## config.mk

```make
export PLATFORM = sky130hd
export DESIGN_NAME = mem_arbiter_flat
export DESIGN_NICKNAME = d
export VERILOG_FILES = /design/src/rtl/mem_arbiter_pkg.sv /design/src/rtl/mem_arbiter_if.sv /design/src/rtl/mem_arbiter_rr_pick.sv /design/src/rtl/mem_arbiter.sv /design/src/flat_wrapper.sv
export SDC_FILE = /design/constraint.sdc
export NUM_CORES = 1
export LEC_CHECK = 0
export CAP_MARGIN = 20
export CORE_AREA = 2 2 242 244
export DETAILED_ROUTE_END_ITERATION = 10
export DIE_AREA = 0 0 244 246
export SLEW_MARGIN = 20
export SYNTH_ARGS = -nofsm -noshare
export SYNTH_HDL_FRONTEND = slang
export SYNTH_SLANG_ARGS = --single-unit
```

## constraint.sdc

```tcl
create_clock -name clock -period 2.4 [get_ports clock]
set_clock_uncertainty 0.05 [all_clocks]
set_input_delay 0.36 -clock clock [delete_from_list [all_inputs] [get_ports clock]]
set_output_delay 0.36 -clock clock [all_outputs]
set_load 0.01 [all_outputs]
```

## src/rtl/mem_arbiter_pkg.sv

```systemverilog
// Shared types for the round-robin host memory port arbiter.
package mem_arbiter_pkg;

  typedef enum logic [1:0] {
    IDLE       = 2'd0,
    READ_DATA  = 2'd1,
    WRITE_DATA = 2'd2
  } arb_state_t;

  localparam logic OP_READ  = 1'b0;
  localparam logic OP_WRITE = 1'b1;

endpackage

```

## src/rtl/mem_arbiter_if.sv

```systemverilog
// Bundles the client-side and host-side channels of the memory arbiter.
interface mem_arbiter_if #(
  parameter int NUM_CLIENTS   = 2,
  parameter int MEM_LEN_BITS  = 8,
  parameter int MEM_ADDR_BITS = 64,
  parameter int MEM_DATA_BITS = 64
);

  logic [NUM_CLIENTS-1:0]               cl_req_valid;
  logic [NUM_CLIENTS-1:0]               cl_req_ready;
  logic [NUM_CLIENTS-1:0]               cl_req_opcode;
  logic [NUM_CLIENTS*MEM_LEN_BITS-1:0]  cl_req_len;
  logic [NUM_CLIENTS*MEM_ADDR_BITS-1:0] cl_req_addr;
  logic [NUM_CLIENTS-1:0]               cl_wr_valid;
  logic [NUM_CLIENTS*MEM_DATA_BITS-1:0] cl_wr_bits;
  logic [NUM_CLIENTS-1:0]               cl_rd_valid;
  logic [MEM_DATA_BITS-1:0]             cl_rd_bits;
  logic [NUM_CLIENTS-1:0]               cl_rd_ready;

  logic                     mem_req_valid;
  logic                     mem_req_opcode;
  logic [MEM_LEN_BITS-1:0]  mem_req_len;
  logic [MEM_ADDR_BITS-1:0] mem_req_addr;
  logic                     mem_wr_valid;
  logic [MEM_DATA_BITS-1:0] mem_wr_bits;
  logic                     mem_rd_valid;
  logic [MEM_DATA_BITS-1:0] mem_rd_bits;
  logic                     mem_rd_ready;

  // A request or read beat moves in any cycle where valid and ready are both
  // high; write beats have no ready and move in every cycle wr_valid is high.
  modport master (
    input  cl_req_valid, cl_req_opcode, cl_req_len, cl_req_addr,
    input  cl_wr_valid, cl_wr_bits, cl_rd_ready,
    input  mem_rd_valid, mem_rd_bits,
    output cl_req_ready, cl_rd_valid, cl_rd_bits,
    output mem_req_valid, mem_req_opcode, mem_req_len, mem_req_addr,
    output mem_wr_valid, mem_wr_bits, mem_rd_ready
  );

  modport slave (
    output cl_req_valid, cl_req_opcode, cl_req_len, cl_req_addr,
    output cl_wr_valid, cl_wr_bits, cl_rd_ready,
    output mem_rd_valid, mem_rd_bits,
    input  cl_req_ready, cl_rd_valid, cl_rd_bits,
    input  mem_req_valid, mem_req_opcode, mem_req_len, mem_req_addr,
    input  mem_wr_valid, mem_wr_bits, mem_rd_ready
  );

endinterface

```

## src/rtl/mem_arbiter_rr_pick.sv

```systemverilog
// Combinational round-robin picker: first set request at or above ptr, with wrap.
module rr_pick #(
  parameter int N     = 2,
  parameter int IDX_W = 1
) (
  input  logic [N-1:0]     req,
  input  logic [IDX_W-1:0] ptr,
  output logic [N-1:0]     grant,
  output logic [IDX_W-1:0] idx,
  output logic             any_valid
);

  always_comb begin
    int j;
    j         = 0;
    idx       = '0;
    any_valid = 1'b0;
    grant     = '0;
    // Walk from farthest to nearest so the nearest requester wins last.
    for (int k = N - 1; k >= 0; k--) begin
      j = int'(ptr) + k;
      if (j >= N) j = j - N;
      if (req[j]) begin
        idx       = IDX_W'(j);
        any_valid = 1'b1;
      end
    end
    for (int i = 0; i < N; i++) begin
      grant[i] = any_valid && (idx == IDX_W'(i));
    end
  end

endmodule

```

## src/rtl/mem_arbiter.sv

```systemverilog
// Round-robin arbiter sharing one host memory port among NUM_CLIENTS requesters.
// Optional per-client grant counters are built when MEM_ARBITER_STATS_EN is defined.
module mem_arbiter
  import mem_arbiter_pkg::*;
#(
  parameter int NUM_CLIENTS    = 2,
  parameter int MEM_LEN_BITS   = 8,
  parameter int MEM_ADDR_BITS  = 64,
  parameter int MEM_DATA_BITS  = 64,
  parameter int HOST_DATA_BITS = 32,
  localparam int IDX_W         = $clog2(NUM_CLIENTS)
) (
  input  logic                                clock,
  input  logic                                reset,
  mem_arbiter_if.master                       bus,
  output logic [NUM_CLIENTS*HOST_DATA_BITS-1:0] stats_grant_cnt,
  output arb_state_t                          dbg_state,
  output logic [IDX_W-1:0]                    dbg_rr_ptr
);

  arb_state_t              state_q, state_d;
  logic [IDX_W-1:0]        owner_q, owner_d;
  logic [MEM_LEN_BITS-1:0] beats_q, beats_d;
  logic [IDX_W-1:0]        rr_ptr_q, rr_ptr_d;

  logic [NUM_CLIENTS-1:0] pick_grant;
  logic [IDX_W-1:0]       pick_idx;
  logic                   pick_any;

  logic                     win_opcode;
  logic [MEM_LEN_BITS-1:0]  win_len;
  logic [MEM_ADDR_BITS-1:0] win_addr;
  logic                     own_wr_valid;
  logic [MEM_DATA_BITS-1:0] own_wr_bits;
  logic                     own_rd_ready;

  logic [NUM_CLIENTS-1:0]   req_ready;
  logic                     req_valid;
  logic                     req_opcode;
  logic [MEM_LEN_BITS-1:0]  req_len;
  logic [MEM_ADDR_BITS-1:0] req_addr;
  logic                     wr_valid;
  logic [MEM_DATA_BITS-1:0] wr_bits;
  logic                     rd_ready;
  logic [NUM_CLIENTS-1:0]   rd_valid;
  logic [MEM_DATA_BITS-1:0] rd_bits;

  rr_pick #(.N(NUM_CLIENTS), .IDX_W(IDX_W)) u_pick (
    .req       (bus.cl_req_valid),
    .ptr       (rr_ptr_q),
    .grant     (pick_grant),
    .idx       (pick_idx),
    .any_valid (pick_any)
  );

  always_comb begin
    win_opcode   = 1'b0;
    win_len      = '0;
    win_addr     = '0;
    own_wr_valid = 1'b0;
    own_wr_bits  = '0;
    own_rd_ready = 1'b0;
    for (int i = 0; i < NUM_CLIENTS; i++) begin
      if (pick_idx == IDX_W'(i)) begin
        win_opcode = bus.cl_req_opcode[i];
        win_len    = bus.cl_req_len[i*MEM_LEN_BITS +: MEM_LEN_BITS];
        win_addr   = bus.cl_req_addr[i*MEM_ADDR_BITS +: MEM_ADDR_BITS];
      end
      if (owner_q == IDX_W'(i)) begin
        own_wr_valid = bus.cl_wr_valid[i];
        own_wr_bits  = bus.cl_wr_bits[i*MEM_DATA_BITS +: MEM_DATA_BITS];
        own_rd_ready = bus.cl_rd_ready[i];
      end
    end
  end

  always_comb begin
    state_d    = state_q;
    owner_d    = owner_q;
    beats_d    = beats_q;
    rr_ptr_d   = rr_ptr_q;
    req_ready  = '0;
    req_valid  = 1'b0;
    req_opcode = 1'b0;
    req_len    = '0;
    req_addr   = '0;
    wr_valid   = 1'b0;
    wr_bits    = '0;
    rd_ready   = 1'b0;
    rd_valid   = '0;
    rd_bits    = '0;
    // Outputs stay quiet during reset so no grant escapes into an abandoned cycle.
    if (!reset) begin
      case (state_q)
        IDLE: begin
          if (pick_any) begin
            req_valid  = 1'b1;
            req_ready  = pick_grant;
            req_opcode = win_opcode;
            req_len    = win_len;
            req_addr   = win_addr;
            owner_d    = pick_idx;
            beats_d    = win_len;
            rr_ptr_d   = (pick_idx == IDX_W'(NUM_CLIENTS - 1)) ? '0 : pick_idx + IDX_W'(1);
            state_d    = (win_opcode == OP_READ) ? READ_DATA : WRITE_DATA;
          end
        end
        READ_DATA: begin
          rd_ready = own_rd_ready;
          rd_bits  = bus.mem_rd_bits;
          for (int i = 0; i < NUM_CLIENTS; i++) begin
            rd_valid[i] = bus.mem_rd_valid && (owner_q == IDX_W'(i));
          end
          if (bus.mem_rd_valid && own_rd_ready) begin
            if (beats_q == '0) state_d = IDLE;
            else               beats_d = beats_q - MEM_LEN_BITS'(1);
          end
        end
        WRITE_DATA: begin
          wr_valid = own_wr_valid;
          wr_bits  = own_wr_bits;
          if (own_wr_valid) begin
            if (beats_q == '0) state_d = IDLE;
            else               beats_d = beats_q - MEM_LEN_BITS'(1);
          end
        end
        default: state_d = IDLE;
      endcase
    end
  end

  always_ff @(posedge clock) begin
    if (reset) begin
      state_q  <= IDLE;
      owner_q  <= '0;
      beats_q  <= '0;
      rr_ptr_q <= '0;
    end else begin
      state_q  <= state_d;
      owner_q  <= owner_d;
      beats_q  <= beats_d;
      rr_ptr_q <= rr_ptr_d;
    end
  end

  assign bus.cl_req_ready   = req_ready;
  assign bus.mem_req_valid  = req_valid;
  assign bus.mem_req_opcode = req_opcode;
  assign bus.mem_req_len    = req_len;
  assign bus.mem_req_addr   = req_addr;
  assign bus.mem_wr_valid   = wr_valid;
  assign bus.mem_wr_bits    = wr_bits;
  assign bus.mem_rd_ready   = rd_ready;
  assign bus.cl_rd_valid    = rd_valid;
  assign bus.cl_rd_bits     = rd_bits;

  assign dbg_state  = state_q;
  assign dbg_rr_ptr = rr_ptr_q;

`ifdef MEM_ARBITER_STATS_EN
  logic [HOST_DATA_BITS-1:0] cnt_q [NUM_CLIENTS];
  logic [HOST_DATA_BITS-1:0] cnt_d [NUM_CLIENTS];

  always_comb begin
    for (int i = 0; i < NUM_CLIENTS; i++) begin
      cnt_d[i] = cnt_q[i] + HOST_DATA_BITS'(req_ready[i]);
    end
  end

  always_ff @(posedge clock) begin
    if (reset) begin
      for (int i = 0; i < NUM_CLIENTS; i++) cnt_q[i] <= '0;
    end else begin
      for (int i = 0; i < NUM_CLIENTS; i++) cnt_q[i] <= cnt_d[i];
    end
  end

  always_comb begin
    stats_grant_cnt = '0;
    for (int i = 0; i < NUM_CLIENTS; i++) begin
      stats_grant_cnt[i*HOST_DATA_BITS +: HOST_DATA_BITS] = cnt_q[i];
    end
  end
`else
  assign stats_grant_cnt = '0;
`endif

endmodule

```

## src/flat_wrapper.sv

```systemverilog
// flat-port wrapper written by rule: the top's interface ports become plain ports
module mem_arbiter_flat import mem_arbiter_pkg::*;
#(
  parameter int NUM_CLIENTS    = 2,
  parameter int MEM_LEN_BITS   = 8,
  parameter int MEM_ADDR_BITS  = 64,
  parameter int MEM_DATA_BITS  = 64,
  parameter int HOST_DATA_BITS = 32,
  localparam int IDX_W         = $clog2(NUM_CLIENTS)
)
  (clock, reset, stats_grant_cnt, dbg_state, dbg_rr_ptr, bus_cl_req_valid, bus_cl_req_opcode, bus_cl_req_len, bus_cl_req_addr, bus_cl_wr_valid, bus_cl_wr_bits, bus_cl_rd_ready, bus_mem_rd_valid, bus_mem_rd_bits, bus_cl_req_ready, bus_cl_rd_valid, bus_cl_rd_bits, bus_mem_req_valid, bus_mem_req_opcode, bus_mem_req_len, bus_mem_req_addr, bus_mem_wr_valid, bus_mem_wr_bits, bus_mem_rd_ready);
  mem_arbiter_if #(.NUM_CLIENTS(NUM_CLIENTS), .MEM_LEN_BITS(MEM_LEN_BITS), .MEM_ADDR_BITS(MEM_ADDR_BITS), .MEM_DATA_BITS(MEM_DATA_BITS)) bus_i ();
  input  logic clock;
  input  logic reset;
  output logic [NUM_CLIENTS*HOST_DATA_BITS-1:0] stats_grant_cnt;
  output arb_state_t dbg_state;
  output logic [IDX_W-1:0] dbg_rr_ptr;
  input wire logic [$bits(bus_i.cl_req_valid)-1:0] bus_cl_req_valid;
  input wire logic [$bits(bus_i.cl_req_opcode)-1:0] bus_cl_req_opcode;
  input wire logic [$bits(bus_i.cl_req_len)-1:0] bus_cl_req_len;
  input wire logic [$bits(bus_i.cl_req_addr)-1:0] bus_cl_req_addr;
  input wire logic [$bits(bus_i.cl_wr_valid)-1:0] bus_cl_wr_valid;
  input wire logic [$bits(bus_i.cl_wr_bits)-1:0] bus_cl_wr_bits;
  input wire logic [$bits(bus_i.cl_rd_ready)-1:0] bus_cl_rd_ready;
  input wire logic [$bits(bus_i.mem_rd_valid)-1:0] bus_mem_rd_valid;
  input wire logic [$bits(bus_i.mem_rd_bits)-1:0] bus_mem_rd_bits;
  output wire logic [$bits(bus_i.cl_req_ready)-1:0] bus_cl_req_ready;
  output wire logic [$bits(bus_i.cl_rd_valid)-1:0] bus_cl_rd_valid;
  output wire logic [$bits(bus_i.cl_rd_bits)-1:0] bus_cl_rd_bits;
  output wire logic [$bits(bus_i.mem_req_valid)-1:0] bus_mem_req_valid;
  output wire logic [$bits(bus_i.mem_req_opcode)-1:0] bus_mem_req_opcode;
  output wire logic [$bits(bus_i.mem_req_len)-1:0] bus_mem_req_len;
  output wire logic [$bits(bus_i.mem_req_addr)-1:0] bus_mem_req_addr;
  output wire logic [$bits(bus_i.mem_wr_valid)-1:0] bus_mem_wr_valid;
  output wire logic [$bits(bus_i.mem_wr_bits)-1:0] bus_mem_wr_bits;
  output wire logic [$bits(bus_i.mem_rd_ready)-1:0] bus_mem_rd_ready;
  assign bus_i.cl_req_valid = bus_cl_req_valid;
  assign bus_i.cl_req_opcode = bus_cl_req_opcode;
  assign bus_i.cl_req_len = bus_cl_req_len;
  assign bus_i.cl_req_addr = bus_cl_req_addr;
  assign bus_i.cl_wr_valid = bus_cl_wr_valid;
  assign bus_i.cl_wr_bits = bus_cl_wr_bits;
  assign bus_i.cl_rd_ready = bus_cl_rd_ready;
  assign bus_i.mem_rd_valid = bus_mem_rd_valid;
  assign bus_i.mem_rd_bits = bus_mem_rd_bits;
  assign bus_cl_req_ready = bus_i.cl_req_ready;
  assign bus_cl_rd_valid = bus_i.cl_rd_valid;
  assign bus_cl_rd_bits = bus_i.cl_rd_bits;
  assign bus_mem_req_valid = bus_i.mem_req_valid;
  assign bus_mem_req_opcode = bus_i.mem_req_opcode;
  assign bus_mem_req_len = bus_i.mem_req_len;
  assign bus_mem_req_addr = bus_i.mem_req_addr;
  assign bus_mem_wr_valid = bus_i.mem_wr_valid;
  assign bus_mem_wr_bits = bus_i.mem_wr_bits;
  assign bus_mem_rd_ready = bus_i.mem_rd_ready;
  mem_arbiter #(.NUM_CLIENTS(NUM_CLIENTS), .MEM_LEN_BITS(MEM_LEN_BITS), .MEM_ADDR_BITS(MEM_ADDR_BITS), .MEM_DATA_BITS(MEM_DATA_BITS), .HOST_DATA_BITS(HOST_DATA_BITS)) u_core (.clock(clock), .reset(reset), .bus(bus_i), .stats_grant_cnt(stats_grant_cnt), .dbg_state(dbg_state), .dbg_rr_ptr(dbg_rr_ptr));
endmodule
```

After elaboration in Yosys (flattened, before gate mapping)
Index checks and enable logic that the tools add are counted.
{"block": "totals", "ff_bits": 12, "inputBits": 347}
{"block": "classes", "n_addsub": 5, "magnitude_cmp": 4, "n_eq_ne": 5, "mux": 55, "bitwise": 2, "n_reduce_logical": 11}
{"op": "$mux W64", "n": 9}
{"op": "$lt A32 B3 Y1 const B", "n": 2}
{"op": "$mux W32", "n": 2}
{"op": "$mux W8", "n": 8}
{"op": "$ge A32 B3 Y1 const B", "n": 1}
{"op": "$sub A32 B3 Y32 const B", "n": 1}
{"op": "$mux W1", "n": 24}
{"op": "$pmux W8 S3", "n": 1}
{"op": "$mux W2", "n": 10}
{"op": "$logic_not A8 Y1", "n": 1}
{"op": "$sub A8 B1 Y8 const B", "n": 1}
{"op": "$ne A2 B1 Y1 const B", "n": 3}
{"op": "$pmux W2 S3", "n": 1}
{"op": "$logic_and A1 B1 Y1", "n": 5}
{"op": "$reduce_and A4 Y1", "n": 1}
{"op": "$reduce_and A3 Y1", "n": 1}
{"op": "$reduce_bool A3 Y1", "n": 1}
{"op": "$sub A1 B2 Y3 const B", "n": 1}
{"op": "$add A1 B1 Y2 const B", "n": 1}
{"op": "$eq A2 B1 Y1 const B", "n": 1}
{"op": "$eq A2 B2 Y1 const B", "n": 1}
{"op": "$ge A1 B2 Y1 const B", "n": 1}
{"op": "$logic_not A2 Y1", "n": 1}
{"op": "$not A1 Y1", "n": 2}
{"op": "other kinds (2)", "n": 2}

Logic depth before layout (Yosys ltp)
Gate-level depths: netlist (run 1).
{"block": "logic_depth", "depth_word": 13, "mapped_depth": 8, "ltp_nobuf": 6}

Cells and area by module
From an unflattened synthesis (run 1), not the netlist that was laid out.
{"block": "hier_totals", "hier_cells": 565, "area_unflattened_um2": 3842.4}
{"mod": "mem_arbiter", "n_inst": 1, "cells_per_inst": 560, "area_each_um2": 3809.9}
{"mod": "rr_pick", "n_inst": 1, "cells_per_inst": 5, "area_each_um2": 32.5}

Least setup slack after synthesis (run 1)
Ideal clock, no wire load.
{"block": "synth_timing", "path_kind": "reg-to-output", "startpoint": "register u_core.state_q[0], in the netlist u_core.dbg_state[0]", "endpoint": "output port bus_mem_req_addr[10]", "arrival_time_ns": 1.929, "required_time_ns": 1.990, "path_slack_ns": 0.061, "stages_incl_launch_ff": 9, "path_buffers": 2, "cell_sequence": "dfxtp_1 > inv_1 > ha_1 > nor2b_1 > o21ai_1 > nor2_1 > clkbuf_1 > clkbuf_1 > a22o_1"}
{"block": "synth_via", "elab_chain_len": 3}
{"item": "start: declaration", "line": "mem_arbiter.sv:21", "text": "arb_state_t state_q, state_d;"}
{"item": "start signal: assignment", "line": "mem_arbiter.sv:139", "text": "state_q <= state_d;"}
{"item": "$logic_not A2 Y1", "line": "mem_arbiter.sv:94", "text": "case (state_q)"}
{"item": "$mux W64", "line": "mem_arbiter.sv:94"}
{"item": "$mux W64", "line": "mem_arbiter.sv:93", "text": "if (!reset) begin"}
{"item": "end: declaration", "line": "flat_wrapper.sv:33", "text": "output wire logic [$bits(bus_i.mem_req_addr)-1:0] bus_mem_req_addr;"}
Every way passes these cells.

Worst setup path after layout (run 1)
{"block": "layout_timing", "startpoint": "register u_core.state_q[0], in the netlist u_core.dbg_state[0]", "endpoint": "output port bus_mem_req_addr[55]"}
Same word-level chain as after synthesis.

==> metrics.md, run 1 <==
| Metric | Value |
|---|---|
| Die width | 244 µm |
| CTS tree | done |
| Post-Route Setup TNS | 0 ns |
| Max Cap Viol | 0 |
| Adder-cell share of the synthesized area | 0.0208 |
| Clock transition at path regs | 0.05 ns |
| Syn Area/Cell | just over 7 µm² |
| Drt first pass iters | 4 |
| Routed Antenna Nets | 0 |
| Seq cells post-synth | 12 |
| Netlist cell types | 43 |
| Top Ports | 622 |
| Global placement routability congestion | 0.789 |
| Min Tclk post-route | 2.38 ns |
| GRT Residual Overflow | 0 |
| PD cells | 508 nW/µm² |
| Initial DRC count | between 150 and 200 |
| Gr usage total | 0.0991 |
| # nets final | roughly 1500 |
| Crit. End Element | output port |
| Worst path arrival time | 1.97 ns |
| Register area share after synthesis | 0.0665 |
| Global routing usage on met2 | 0.198 |
| I/O Buffers | 557 |
| # rows | 88 |
| Compound-Gate Fraction of Synth Area | 0.258 |
| Pre-CTS WS | -0.499 ns |
| Initial antenna violation count | 6 |
| Overall routed net length | 33.4 mm |
| Max VDD drop | 0.254 mV |
| Drt wl/cell | 17.8 µm |
| Max-slew violations | 0 |
| Max clock buf depth | 2 |
| CP required | 1.99 ns |
| CTS Hold Buffers Added | 0 |
| Die area | 60000 µm² |
| Synth Instances | 500 |
| Cell taking the most area after synthesis | mux2i_1 |
| Netlist area before placement | about 3600 µm² |
| Core area | 57400 µm² |
| P_leak | approximately 5.6 nW |
| Die height | 246 µm |
| Root buffer cell | clkbuf_16 |
| Largest net degree at the start of global routing | 46 |
| Layout cell share with drive strength beyond 1 | 0.185 |
| First-pass GRT wire length | 43.0 mm |
| Synth Area in Simple Gates | 0.263 |
| Synth Warn # | 0 |
| Crit-path max FO | 7 |
| Fin util | 0.196 |
| Initial Util | 0.0630 |
| Residual DRC count | 0 |
| Dpl hpwl | 27.3 mm |
| Final WS setup | 0.0193 ns |
| Area share of the leading cell type in the synthesized netlist | 0.194 |
| Max Fclk | 420 MHz |
| CTS Sinks | 12 |
| Vias in the first global route | between 6000 and 7000 |
| Via count | 6092 |
| Proportion of synthesized area in mux cells | 0.197 |
| Worst-skew pair later-pin latency | 0.24 ns |
| Cts bufs inserted | 3 |
| Placed inst area | 10500 µm² |
| Area Growth Syn to Fin | 211% |
| Via density | 3.25 |
| Met3 Usage GRT | 0.0296 |
| XOR/XNOR share of the synthesized area | 0.00485 |
| Largest family of logic cells by synthesized area | simple AND/OR/NAND/NOR gates |
| CP Class | reg2out |
| Setup violators final | 0 |
| Final instance area | around 11000 µm² |
| H-tree depth | 1 |
| Fin crit share | 0.992 |
| HP Class | reg2reg |
| Crit start category | flip-flop |
| RSZ-0062 raised after global routing | true |
| GR Layer Usage met1 | 0.100 |
| Final hold vios | 0 |
| Synth area leaders | mux2i_1, a22o_1, buf_4, and2_1, nor2_1 |
| Busiest layer in global routing | met2 |
| Status | completed |
==> cell type report <==
type | count | area [µm²]
flip-flops and latches | 12 | 246
inverters | 8 | 30.0
well taps | 765 | 957
clock buffers | 4 | 78.8
fillers | 6297 | 46100
repair buffers | 643 | 6740
diodes | 3 | 7.51
multi-input cells | 437 | 3170
==> per-layer routing <==
| metal | up-vias | part of all wire |
|---|---|---|
| li1 | 2853 | - |
| met5 | - | 0.0013 |
| met1 | 2783 | 0.34 |
| met2 | 421 | 0.54 |
| met3 | 29 | 0.098 |
| met4 | 6 | 0.021 |
==> repair_timing <==
action,CTS,global route
pin swaps,16,15
gates cloned,8,4
setup buffers,8,9
resized for setup,264,116
setup endpoints to repair,207,94
==> sequential cells by signal (all words and copies together) (netlist names) <==
name,flops
u_core.beats_q,8
u_core.owner_q,1
u_core.dbg_rr_ptr,1
u_core.dbg_state,2
==> placed cells by master (no fill, tap or decap), drive strengths merged, types with 2 or more instances in the layout <==
master         synthesis  final
dlygate4sd2            0     60
a21oi                  9      9
inv                    8      8
a21boi                 5      5
and3b                  2      2
buf                   77    116
and3                  12     12
clkdlybuf4s15          0     35
and2                  66     66
nor2b                  6      6
o31ai                  3      3
o41ai                  8      8
o21ai                  3      3
dlymetal6s2s           0     53
diode                  0      3
ha                     6      6
nand3                  2      2
o21a                   7      7
mux2i                 70     70
clkdlybuf4s50          0    351
nor3b                  3      3
or4                    2      2
clkbuf                29     30
nor3                   4      4
dfxtp                 12     12
nand2                  9      9
a22o                  65     65
a211oi                 4      4
nor2                  76     76
xnor2                  2      2
conb                   1     64
bufbuf                 0      2
==> critical path, stage by stage, from the launching register on <==
cell,delay [ns]
dfxtp_2,0.32
inv_2,0.08
ha_4,0.15
nor2b_4,0.18
o21ai_4,0.09
nor2_4,0.18
buf_12,0.16
buf_16,0.13
buf_8,0.12
a22o_1,0.19
buf_12,0.13
==> path summary, 6_finish.rpt <==
kind,end,start,slack (ns),cells past startpoint
max,bus_mem_req_addr[55],u_core.dbg_state[0],0.02,10
min,u_core.beats_q[3],u_core.beats_q[3],0.49,2
max reg2reg,u_core.beats_q[5],u_core.beats_q[0],0.31,6
min reg2reg,u_core.beats_q[3],u_core.beats_q[3],0.49,2
==> where the power goes <==
| group | switching, W | internal (W) |
|---|---|---|
| clock | 0.0000961 | 0.000224 |
| sequential | 0.000104 | 0.000280 |
| combinational | 0.00224 | 0.00277 |
| total | 0.00244 | 0.00327 |
==> logic make-up (layout without fill, tap and decap cells) <==
family / count (synthesis) / after routing
and+or+nand+nor: 184 / 184
buffers and inverters: 114 / 655
xor gates and xnor gates: 2 / 2
muxes: 71 / 71
AOI/OAI and AO/OA: 110 / 110
DFF: 12 / 12
adders and majority gates: 6 / 6
other: 1 / 67
==> Yosys cell counts (all sizes together) <==
master  number
and3b        2
conb         1
o32ai        1
ha           6
dfxtp       12
a211oi       4
nor2        76
a221oi       1
o21a         7
nor3b        3
mux2i       70
nand2        9
clkbuf      29
or4          2
o311ai       1
o31ai        3
xnor2        2
nand2b       1
nor2b        6
o41ai        8
a21bo        1
and3        12
nand3        2
nor3         4
a311oi       1
o21ai        3
mux2         1
nor4         1
a21oi        9
a22oi        1
and2        66
inv          8
a21boi       5
buf         77
a22o        65
==> stage by stage <==
step | total power, W | std cells | hold slack, ns
4_1_cts | 0.00572 | 1858 | 0.477
3_3_place_gp | 0.00498 | 1838 | 0.459
2_1_floorplan | 0.00234 | 563 | 0.422
5_1_grt | 0.00609 | 1872 | 0.501
3_5_place_dp | 0.00501 | 1838 | 0.464
6_report | 0.00571 | 1872 | 0.486
Power figures use the tool's default switching activity.
==> run 2: changes to the inputs <==
CORE_AREA = 4 4 237 239   (was 2 2 242 244)
DIE_AREA = 0 0 241 243   (was 0 0 244 246)
==> run 2 against run 1 <==
  * First-iteration DRC count decreased by 0.56%
  * Global-route usage increased by 0.52 points
  * Maximum frequency increased by 0.25%
  * Core utilization about the same
  * Critical path depth increased by 1
  * Count of clock-buffer cells in the layout unchanged
  * Die area decreased by 2.4%
  * Sequential share of layout area increased by 0.14 points
  * Largest cell class unchanged
==> metrics.md, run 2 (synthesis gave the netlist of run 1 again) <==
| Metric | Value |
|---|---|
| Busiest layer in global routing | met2 |
| Relative slew slack | 0.656 |
| Commonest non-fill, non-tap cell in the layout | clkdlybuf4s50_1 |
| Clock transition at path regs | 0.05 ns (about the same) |
| Max-slew violations | 0 (unchanged) |
| R2R depth | 8 (+2) |
| Cts bufs inserted | 3 (unchanged) |
| Hold path startpoint | u_core.beats_q[1] |
| Largest net degree at the start of global routing | 34 (-26%) |
| Crit start category | flip-flop |
| First-pass GRT wire length | 44.6 mm (+3.9%) |
| WHS | 0.473 ns (-0.0123 ns) |
| Die height | 243 µm (-1.2%) |
| Routed Antenna Nets | 0 (unchanged) |
| GRT Residual Overflow | 0 (unchanged) |
| CTS tree | done |
| Global routing usage on met2 | 0.197 (-0.00128) |
| Die width | 241 µm (-1.2%) |
| RR Endpoint | u_core.beats_q[6] |
| Global placement routability congestion | 0.910 (+15%) |
| Root buffer cell | clkbuf_16 |
| Drt wl/cell | 19.4 µm (+9.1%) |
| CTS Sinks | 12 (unchanged) |
| Layout cell share with drive strength beyond 1 | 0.200 (+0.0149) |
| PD cells | 512 nW/µm² (+0.69%) |
| Top Ports | 622 (unchanged) |
| H-tree depth | 1 (unchanged) |
| Final Instance Count excl. Fillers | 1804 (-3.6%) |
| # rows | 85 (-3.4%) |
| CTS Hold Buffers Added | 0 (unchanged) |
| P_leak | 4.98 nW (-11%) |
| Residual DRC count | 0 (unchanged) |
| Drt first pass iters | 4 (unchanged) |
| Max clock buf depth | 2 (unchanged) |
| Vias in the first global route | 6263 (-1.4%) |
| Initial DRC count | 179 (-0.56%) |
| Fin crit share | 0.990 (-0.00243) |
| Setup violators final | 0 (unchanged) |
| Max Cap Viol | 0 (unchanged) |
| I/O Buffers | 557 (unchanged) |
| Max VDD drop | 0.275 mV (+8.2%) |
| Worst path arrival time | 1.96 ns (about the same) |
| R2R Path Start | u_core.dbg_state[1] |
| Final instance area | 10600 µm² (-6.0%) |
| Status | completed |
| Crit-path max FO | 15 (+8) |
| Max Fclk | 421 MHz (+0.25%) |
| Post-Route Setup TNS | 0 ns (unchanged) |
| RSZ-0062 raised after global routing | true |
| Reg-to-reg slack, setup | 0.27 ns (-0.04 ns) |
| Overall routed net length | 35.1 mm (+5.1%) |
| Crit. End Element | output port |
| Die area | 58600 µm² (-2.4%) |
| Via count | 6077 (-0.25%) |
| CP Class | reg2out |
| Final hold vios | 0 (unchanged) |
| WHS Endpoint | u_core.beats_q[1] |
| Max FFs per register | 8 (unchanged) |
| Placed inst area | 10300 µm² (-1.3%) |
| Gr usage total | 0.104 (+0.00520) |
| Worst Hold Depth | 2 (unchanged) |
| Worst-skew pair later-pin latency | 0.24 ns (about the same) |
| Met3 Usage GRT | 0.0369 (+0.00726) |
| Via density | 3.37 (+3.5%) |
| Initial antenna violation count | 10 (+4) |
| Core area | 53800 µm² (-6.2%) |
| Commonest cells after routing, fill and taps aside | clkdlybuf4s50_1, nor2_1, mux2i_1, and2_1, dlygate4sd2_1 |
| Initial Util | 0.0672 (+0.00416) |
| CP required | 1.99 ns (about the same) |
| GR Layer Usage met1 | 0.105 (+0.00433) |
| # nets final | 1456 (-0.14%) |
| DP Cell Count | 1769 (-3.8%) |
| Dpl hpwl | 29.4 mm (+7.7%) |
| Reg with most FFs | u_core.beats_q |
| Fin util | 0.196 (+0.000383) |
| Area Growth Syn to Fin | 192% |
| HP Class | reg2reg |
| Min Tclk post-route | 2.37 ns (-0.00583 ns) |
| Worst Tran Pin Value | ~0.51 ns |
==> run 2: worst max-delay path, stage by stage (launching register included) <==
cell      delay, ns
dfxtp_2        0.32
inv_2          0.05
buf_4          0.12
buf_4          0.13
ha_4           0.15
nor2b_4        0.13
buf_12         0.13
buf_12         0.11
buf_4          0.14
buf_16         0.14
and2_1         0.17
clkbuf_2       0.13
==> run 2: cell type report <==
type / count / area, µm²
repair buffers: 641 / 6260
well taps: 696 / 871
diodes: 6 / 15.0
fillers: 6005 / 43300
flip-flops and latches: 12 / 246
clock buffers: 4 / 88.8
multi-input cells: 437 / 3040
inverters: 8 / 32.5
==> run 2: worst max path at each step <==
| stage | from | end | slack, ns |
|---|---|---|---|
| finish | u_core.dbg_state[1] | bus_cl_rd_bits[27] | 0.03 |
| global route | u_core.dbg_state[1] | bus_cl_rd_bits[27] | -0.03 |
| CTS | u_core.dbg_state[1] | bus_cl_rd_valid[1] | -0.19 |
| detailed placement | reset | bus_mem_req_addr[47] | -0.43 |
| global placement | reset | bus_mem_req_addr[7] | -0.41 |
| floorplan | u_core.dbg_state[0] | bus_mem_req_addr[10] | 0.06 |
==> run 2: what timing repair did <==
action | 4_1_cts | 5_1_grt
buffers inserted | 9 | 11
cloned | 6 | 4
resized for setup | 255 | 164
endpoints found under the setup margin | 207 | 77
pin swaps | 3 | 1
==> run 2: layer usage <==
| metal | up-vias | part of all wire |
|---|---|---|
| met2 | 390 | 0.52 |
| met1 | 2784 | 0.35 |
| li1 | 2865 | - |
| met5 | - | 0.0011 |
| met3 | 32 | 0.11 |
| met4 | 6 | 0.025 |
==> run 2: metrics by stage <==
step	power [W]	setup slack (ns)
floorplan	0.00234	0.0612
global placement	0.00492	-0.413
detailed placement	0.00496	-0.431
CTS	0.00541	-0.185
global route	0.00580	-0.0275
finish	0.00540	0.0251
==> run 2: where the power goes <==
part	internal, W	switching [W]	total [W]
logic	0.00253	0.00215	0.00468
registers	0.000280	0.0000954	0.000375
clock network	0.000252	0.0000933	0.000345
total	0.00306	0.00234	0.00540
==> run 3: changes to the inputs <==
GPL_ROUTABILITY_DRIVEN = 0   (was default)
clock period = 2.6 ns   (was 2.4 ns; I/O delays follow)
==> run 3 against run 2 <==
  * Design area is 2.7% higher
  * Largest power group unchanged
  * Critical endpoint is now bus_mem_wr_bits[35]
  * Sequential share of layout area is 0.085 points lower
  * Combinational power is 11% lower
  * Critical path type is now in2out
  * Worst setup slack better by 0.0083 ns
  * Global-route usage is 0.065 points lower
==> metrics.md, run 3 (synthesis gave the netlist of run 1 again) <==
| Metric | Value |
|---|---|
| Status | completed |
| Via count | 5964 (-1.9%) |
| Core area | 53800 µm² (unchanged) |
| I/O Buffers | 557 (unchanged) |
| Cts bufs inserted | 3 (unchanged) |
| First-pass GRT wire length | 44.3 mm (-0.85%) |
| Initial DRC count | 128 (-28%) |
| Top Ports | 622 (unchanged) |
| CTS Sinks | 12 (unchanged) |
| Die area | 58600 µm² (unchanged) |
| Die height | 243 µm (unchanged) |
| Final hold vios | 0 (unchanged) |
| Clock transition at path regs | 0.04 ns (about the same) |
| CP Class | in2out |
| Reg with most FFs | u_core.beats_q |
| Initial Util | 0.0672 (unchanged) |
| HP Class | reg2reg |
| Commonest non-fill, non-tap cell in the layout | clkdlybuf4s50_1 |
| Post-Route Setup TNS | 0 ns (unchanged) |
| H-tree depth | 1 (unchanged) |
| Fillers | 5961 (-0.73%) |
| Worst Tran Pin Value | 0.535 ns (+0.0237 ns) |
| Vias in the first global route | 6378 (+1.8%) |
| Die width | 241 µm (unchanged) |
| Max clock buf depth | 2 (unchanged) |
| Dpl hpwl | 29.1 mm (-0.82%) |
| Gr usage total | 0.104 (-0.000646) |
| Worst path slowest cell | clkdlybuf4s50_1 |
| Via density | 3.36 (-0.31%) |
| Largest net degree at the start of global routing | 39 (+15%) |
| # rows | 85 (unchanged) |
| Residual DRC count | 0 (unchanged) |
| Final Instance Count excl. Fillers | 1776 (-1.6%) |
| Layout cell share with drive strength beyond 1 | 0.100 (-0.0992) |
| Area Growth Syn to Fin | 200% |
| Fin crit share | 0.987 |
| Max-slew violations | 0 (unchanged) |
| PD cells | 446 nW/µm² (-13%) |
| P_leak | 6.08 nW (+22%) |
| Max VDD drop | 0.251 mV (-8.7%) |
| CP required | 2.16 ns (+0.17 ns) |
| Crit path top cell by count | buf_4 |
| Crit-path cells | dlygate4sd2_1, buf_4, inv_2, buf_4, nand2_2, buf_12, nor2_1, clkdlybuf4s50_1 |
| CTS tree | done |
| Max Cap Viol | 0 (unchanged) |
| Worst-skew pair later-pin latency | 0.24 ns (about the same) |
| DP Cell Count | 1751 (-1.0%) |
| Commonest cells after routing, fill and taps aside | clkdlybuf4s50_1, dlymetal6s2s_1, nor2_1, mux2i_1, and2_1 |
| Root buffer cell | clkbuf_16 |
| Overall routed net length | 34.2 mm (-2.6%) |
| CP peak stage delay | 0.61 ns (+0.29 ns) |
| Max FFs per register | 8 (unchanged) |
| Crit-path max FO | 24 (+9) |
| RSZ-0062 raised after global routing | true |
| Max Fclk | 390 MHz |
| Drt first pass iters | 4 (unchanged) |
| Routed Antenna Nets | 0 (unchanged) |
| Crit start category | primary input |
| # nets final | 1429 (-1.9%) |
| Drt wl/cell | 19.2 µm (-1.0%) |
| GRT Residual Overflow | 0 (unchanged) |
| Min Tclk post-route | roughly 2.6 ns |
| Initial antenna violation count | 9 (-1) |
| Relative slew slack | 0.633 (-0.0232) |
| Worst path arrival time | 2.13 ns (+0.17 ns) |
| Setup violators final | 0 (unchanged) |
| Crit. End Element | output port |
==> run 3: area by class of cell <==
class | instances | area, µm² | share of cell area
Clock buffer | 4 | 88.8 | 0.00819
Inverter | 8 | 30.0 | 0.00277
Sequential cell | 12 | 244 | 0.0225
Multi-Input combinational cell | 437 | 3020 | 0.278
Tap cell | 696 | 871 | 0.0803
Timing Repair Buffer | 614 | 6580 | 0.607
Antenna cell | 5 | 12.5 | 0.00115
==> run 3: repair_timing <==
action / in CTS / in global routing
pin swaps: 0 / 3
gates cloned: 7 / 0
resized for setup: 76 / 120
setup buffers: 5 / 4
endpoints found under the setup margin: 188 / 106
hold buffers: 0 / 0
==> run 3: path summary, 6_finish.rpt <==
check,start,end,slack (ns),cells after the start
worst max-delay path,reset,bus_mem_wr_bits[35],0.03,8
worst min-delay path,u_core.beats_q[1],u_core.beats_q[1],0.47,2
worst max register to register,u_core.beats_q[0],u_core.beats_q[4],0.51,6
worst min register to register,u_core.beats_q[1],u_core.beats_q[1],0.47,2
==> run 3: report_power, final <==
group | total [W] | switching, W | internal, W
clock network | 0.000319 | 0.0000863 | 0.000233
logic | 0.00418 | 0.00190 | 0.00228
registers | 0.000342 | 0.0000861 | 0.000256
==> run 3: layer usage <==
metal / vias up / share of wire / GRT usage
met5: - / 0.0010 / 0
met4: 6 / 0.027 / 0.0343
met3: 34 / 0.11 / 0.0321
met2: 406 / 0.52 / 0.197
met1: 2713 / 0.35 / 0.107
li1: 2805 / - / -
==> run 3: stage by stage <==
step,utilization,power [W],area (µm²),worst slack (ns),hold WS [ns]
final,0.201,0.00484,10800,0.0333,0.475
after global routing,0.201,0.00518,10800,-0.0400,0.497
after CTS,0.196,0.00499,10500,-0.192,0.468
after detailed placement,0.189,0.00445,10200,-0.255,0.465
after global placement,0.189,0.00441,10200,-0.286,0.459
after floorplan,-,0.00216,3850,0.231,0.422
==> run 3: critical path, delay by kind of cell <==
kind                   cells  cell delay, ns
AND/OR/NAND/NOR            2            0.29
buffers and inverters      6            1.42
==> RTL change: new RTL, settings of run 3 <==
Build with the macro `MEM_ARBITER_STATS_EN` defined.
--- a/src/rtl/mem_arbiter.sv
+++ b/src/rtl/mem_arbiter.sv
@@ -1,4 +1,6 @@
 // Round-robin arbiter sharing one host memory port among NUM_CLIENTS requesters.
 // Optional per-client grant counters are built when MEM_ARBITER_STATS_EN is defined.
+`define MEM_ARBITER_STATS_EN
+
 module mem_arbiter
   import mem_arbiter_pkg::*;
Function: changed (Yosys sat finds a counterexample within 4 cycles, from zero or initial values and one cycle with reset high).
==> RTL change against run 3 <==
- synthesized area is 70% higher
- routed wire length rose by 41%
- setup slack better by 0.031 ns
- sequential cell count rose by 64
- hold slack got worse by 0.017 ns
- total power rose by 58%
- design area up 35%
- critical path type unchanged
- critical endpoint is now bus_mem_req_len[0]
- largest cell class unchanged
- highest routed layer unchanged
==> RTL change: results <==
export IMPL_outcome="finished clean"
export IMPL_worstPathArrival_ns=2.10
export IMPL_top_layer_used="met5"
export IMPL_largest_register="u_core.cnt_q"
export IMPL_grt_pass1_vias=9143
export IMPL_grt_max_degree=66
export IMPL_wl_met2_microns=22510
export IMPL_hp_start="u_core.beats_q[1]"
export IMPL_finalNetCount=1908
export IMPL_wire_per_inst_microns=21.39
export IMPL_drive_above_1_share=0.1558
export IMPL_largest_reg_flops=64
export IMPL_r2r_setup_slack_ns=0.11
export IMPL_met3_length_microns=5634
export IMPL_dr_total_vias=8952
export IMPL_ys_seq_area_frac=0.2480
export IMPL_synth_area_per_cell_sq_um=7.003
export IMPL_antenna_found_initial=15
export IMPL_cts_inserted_buffers=9
export IMPL_synth_area_leaders="dfxtp_1, mux2i_1, nand2_1, nor2_1, and2_1"
export IMPL_yosysUniqueCellTypes=50
export IMPL_overflow=0
export IMPL_slew_violations=0
export IMPL_critPathTopFamily="buffers and inverters"
export IMPL_wl_met1_microns=19140
export IMPL_cp_max_fo=9
export IMPL_wirelength_microns=48230
export IMPL_max_stage_delay_ns=0.51
export IMPL_insertion_delay_ns=0.33
export IMPL_clk_pin_slew_ns=0.06
export IMPL_post_dp_hpwl_microns=42280
export IMPL_fillCellCount=5768
export IMPL_htree_levels=3
export IMPL_relSlewSlack=0.5809
export IMPL_dp_cells=2213
export IMPL_timing_rr_start="u_core.dbg_state[1]"
export IMPL_vdd_drop_max_v=0.0002668
export IMPL_cellLeakagePower_uw=0.006338
export IMPL_io_buffers=621
export IMPL_drt_iter0_drc=398
export IMPL_clockBufferDepth=2
export IMPL_r2r_cells=12
export IMPL_grt_pass1_wl_microns=65110
export IMPL_r2r_end="u_core.cnt_q[0][31]"
export IMPL_track_usage=0.1526
export IMPL_ys_top_cells_by_count="nand2_1, nor2_1, a21oi_1"
-- RTL change: tightest hold or removal path: stages (launching register included) --
cell and delay (ns):
dfxtp_1 0.32, nand3b_1 0.08, o21ai_0 0.07
-- RTL change: per-layer routing --
layer	up-vias	track usage
li1	4288	-
met1	4200	0.1782
met2	394	0.2561
met5	-	0
met4	18	0.02751
met3	52	0.07402
-- RTL change: cell families (layout without fill, tap and decap cells) --
group,Yosys count,in the layout,synth area share
other,0,6,0
XOR/XNOR,57,57,0.08138
AO/OA/AOI/OAI,111,111,0.1020
buffers and inverters,73,750,0.04875
multiplexers,74,74,0.1209
flip-flops,76,76,0.2480
adder cells (fa/ha/maj),11,11,0.02243
AND/OR/NAND/NOR,474,474,0.3765
-- RTL change: how the worst max path moves through the flow --
stage	from	to	depth (start not counted)
floorplan	u_core.dbg_state[0]	u_core.cnt_q[0][23]	11
global placement	bus_cl_req_valid[0]	bus_mem_req_len[5]	7
detailed placement	bus_cl_req_valid[0]	bus_mem_req_len[5]	7
CTS	u_core.dbg_state[0]	bus_cl_rd_bits[60]	6
global route	u_core.dbg_state[0]	bus_cl_rd_valid[0]	9
finish	bus_cl_req_valid[1]	bus_mem_req_len[0]	9
-- RTL change: cell type report --
type / count / area share
repair buffers: 722 / 0.4942
multi-input cells: 727 / 0.3183
flip-flops and latches: 76 / 0.1043
well taps: 696 / 0.05940
clock buffers: 9 / 0.01536
inverters: 14 / 0.003755
clock inverters: 5 / 0.003670
diodes: 6 / 0.001024
-- RTL change: repair_timing --
item / CTS / global route
pin swaps: 1 / 5
setup buffers: 10 / 9
setup endpoints to repair: 92 / 99
resized for setup: 180 / 75
cloned: 2 / 3
-- RTL change: through the flow --
step,hold WS [ns],worst slack [ns],cell area (sq um)
final,0.4575,0.06405,14660
after detailed placement,0.4498,-0.4337,13870
after global routing,0.4888,-0.01836,14650
after global placement,0.4385,-0.4005,13870
after floorplan,0.4288,-0.02120,6155
after CTS,0.4614,-0.1457,14380
-- RTL change: power by group --
| group | internal, uW | leakage [uW] | total [uW] | switching [uW] |
|---|---|---|---|---|
| Combinational | 2520 | 0.00558 | 5070 | 2540 |
| Clock | 730 | 0.000138 | 1220 | 489 |
| Sequential | 1250 | 0.000616 | 1350 | 98.7 |
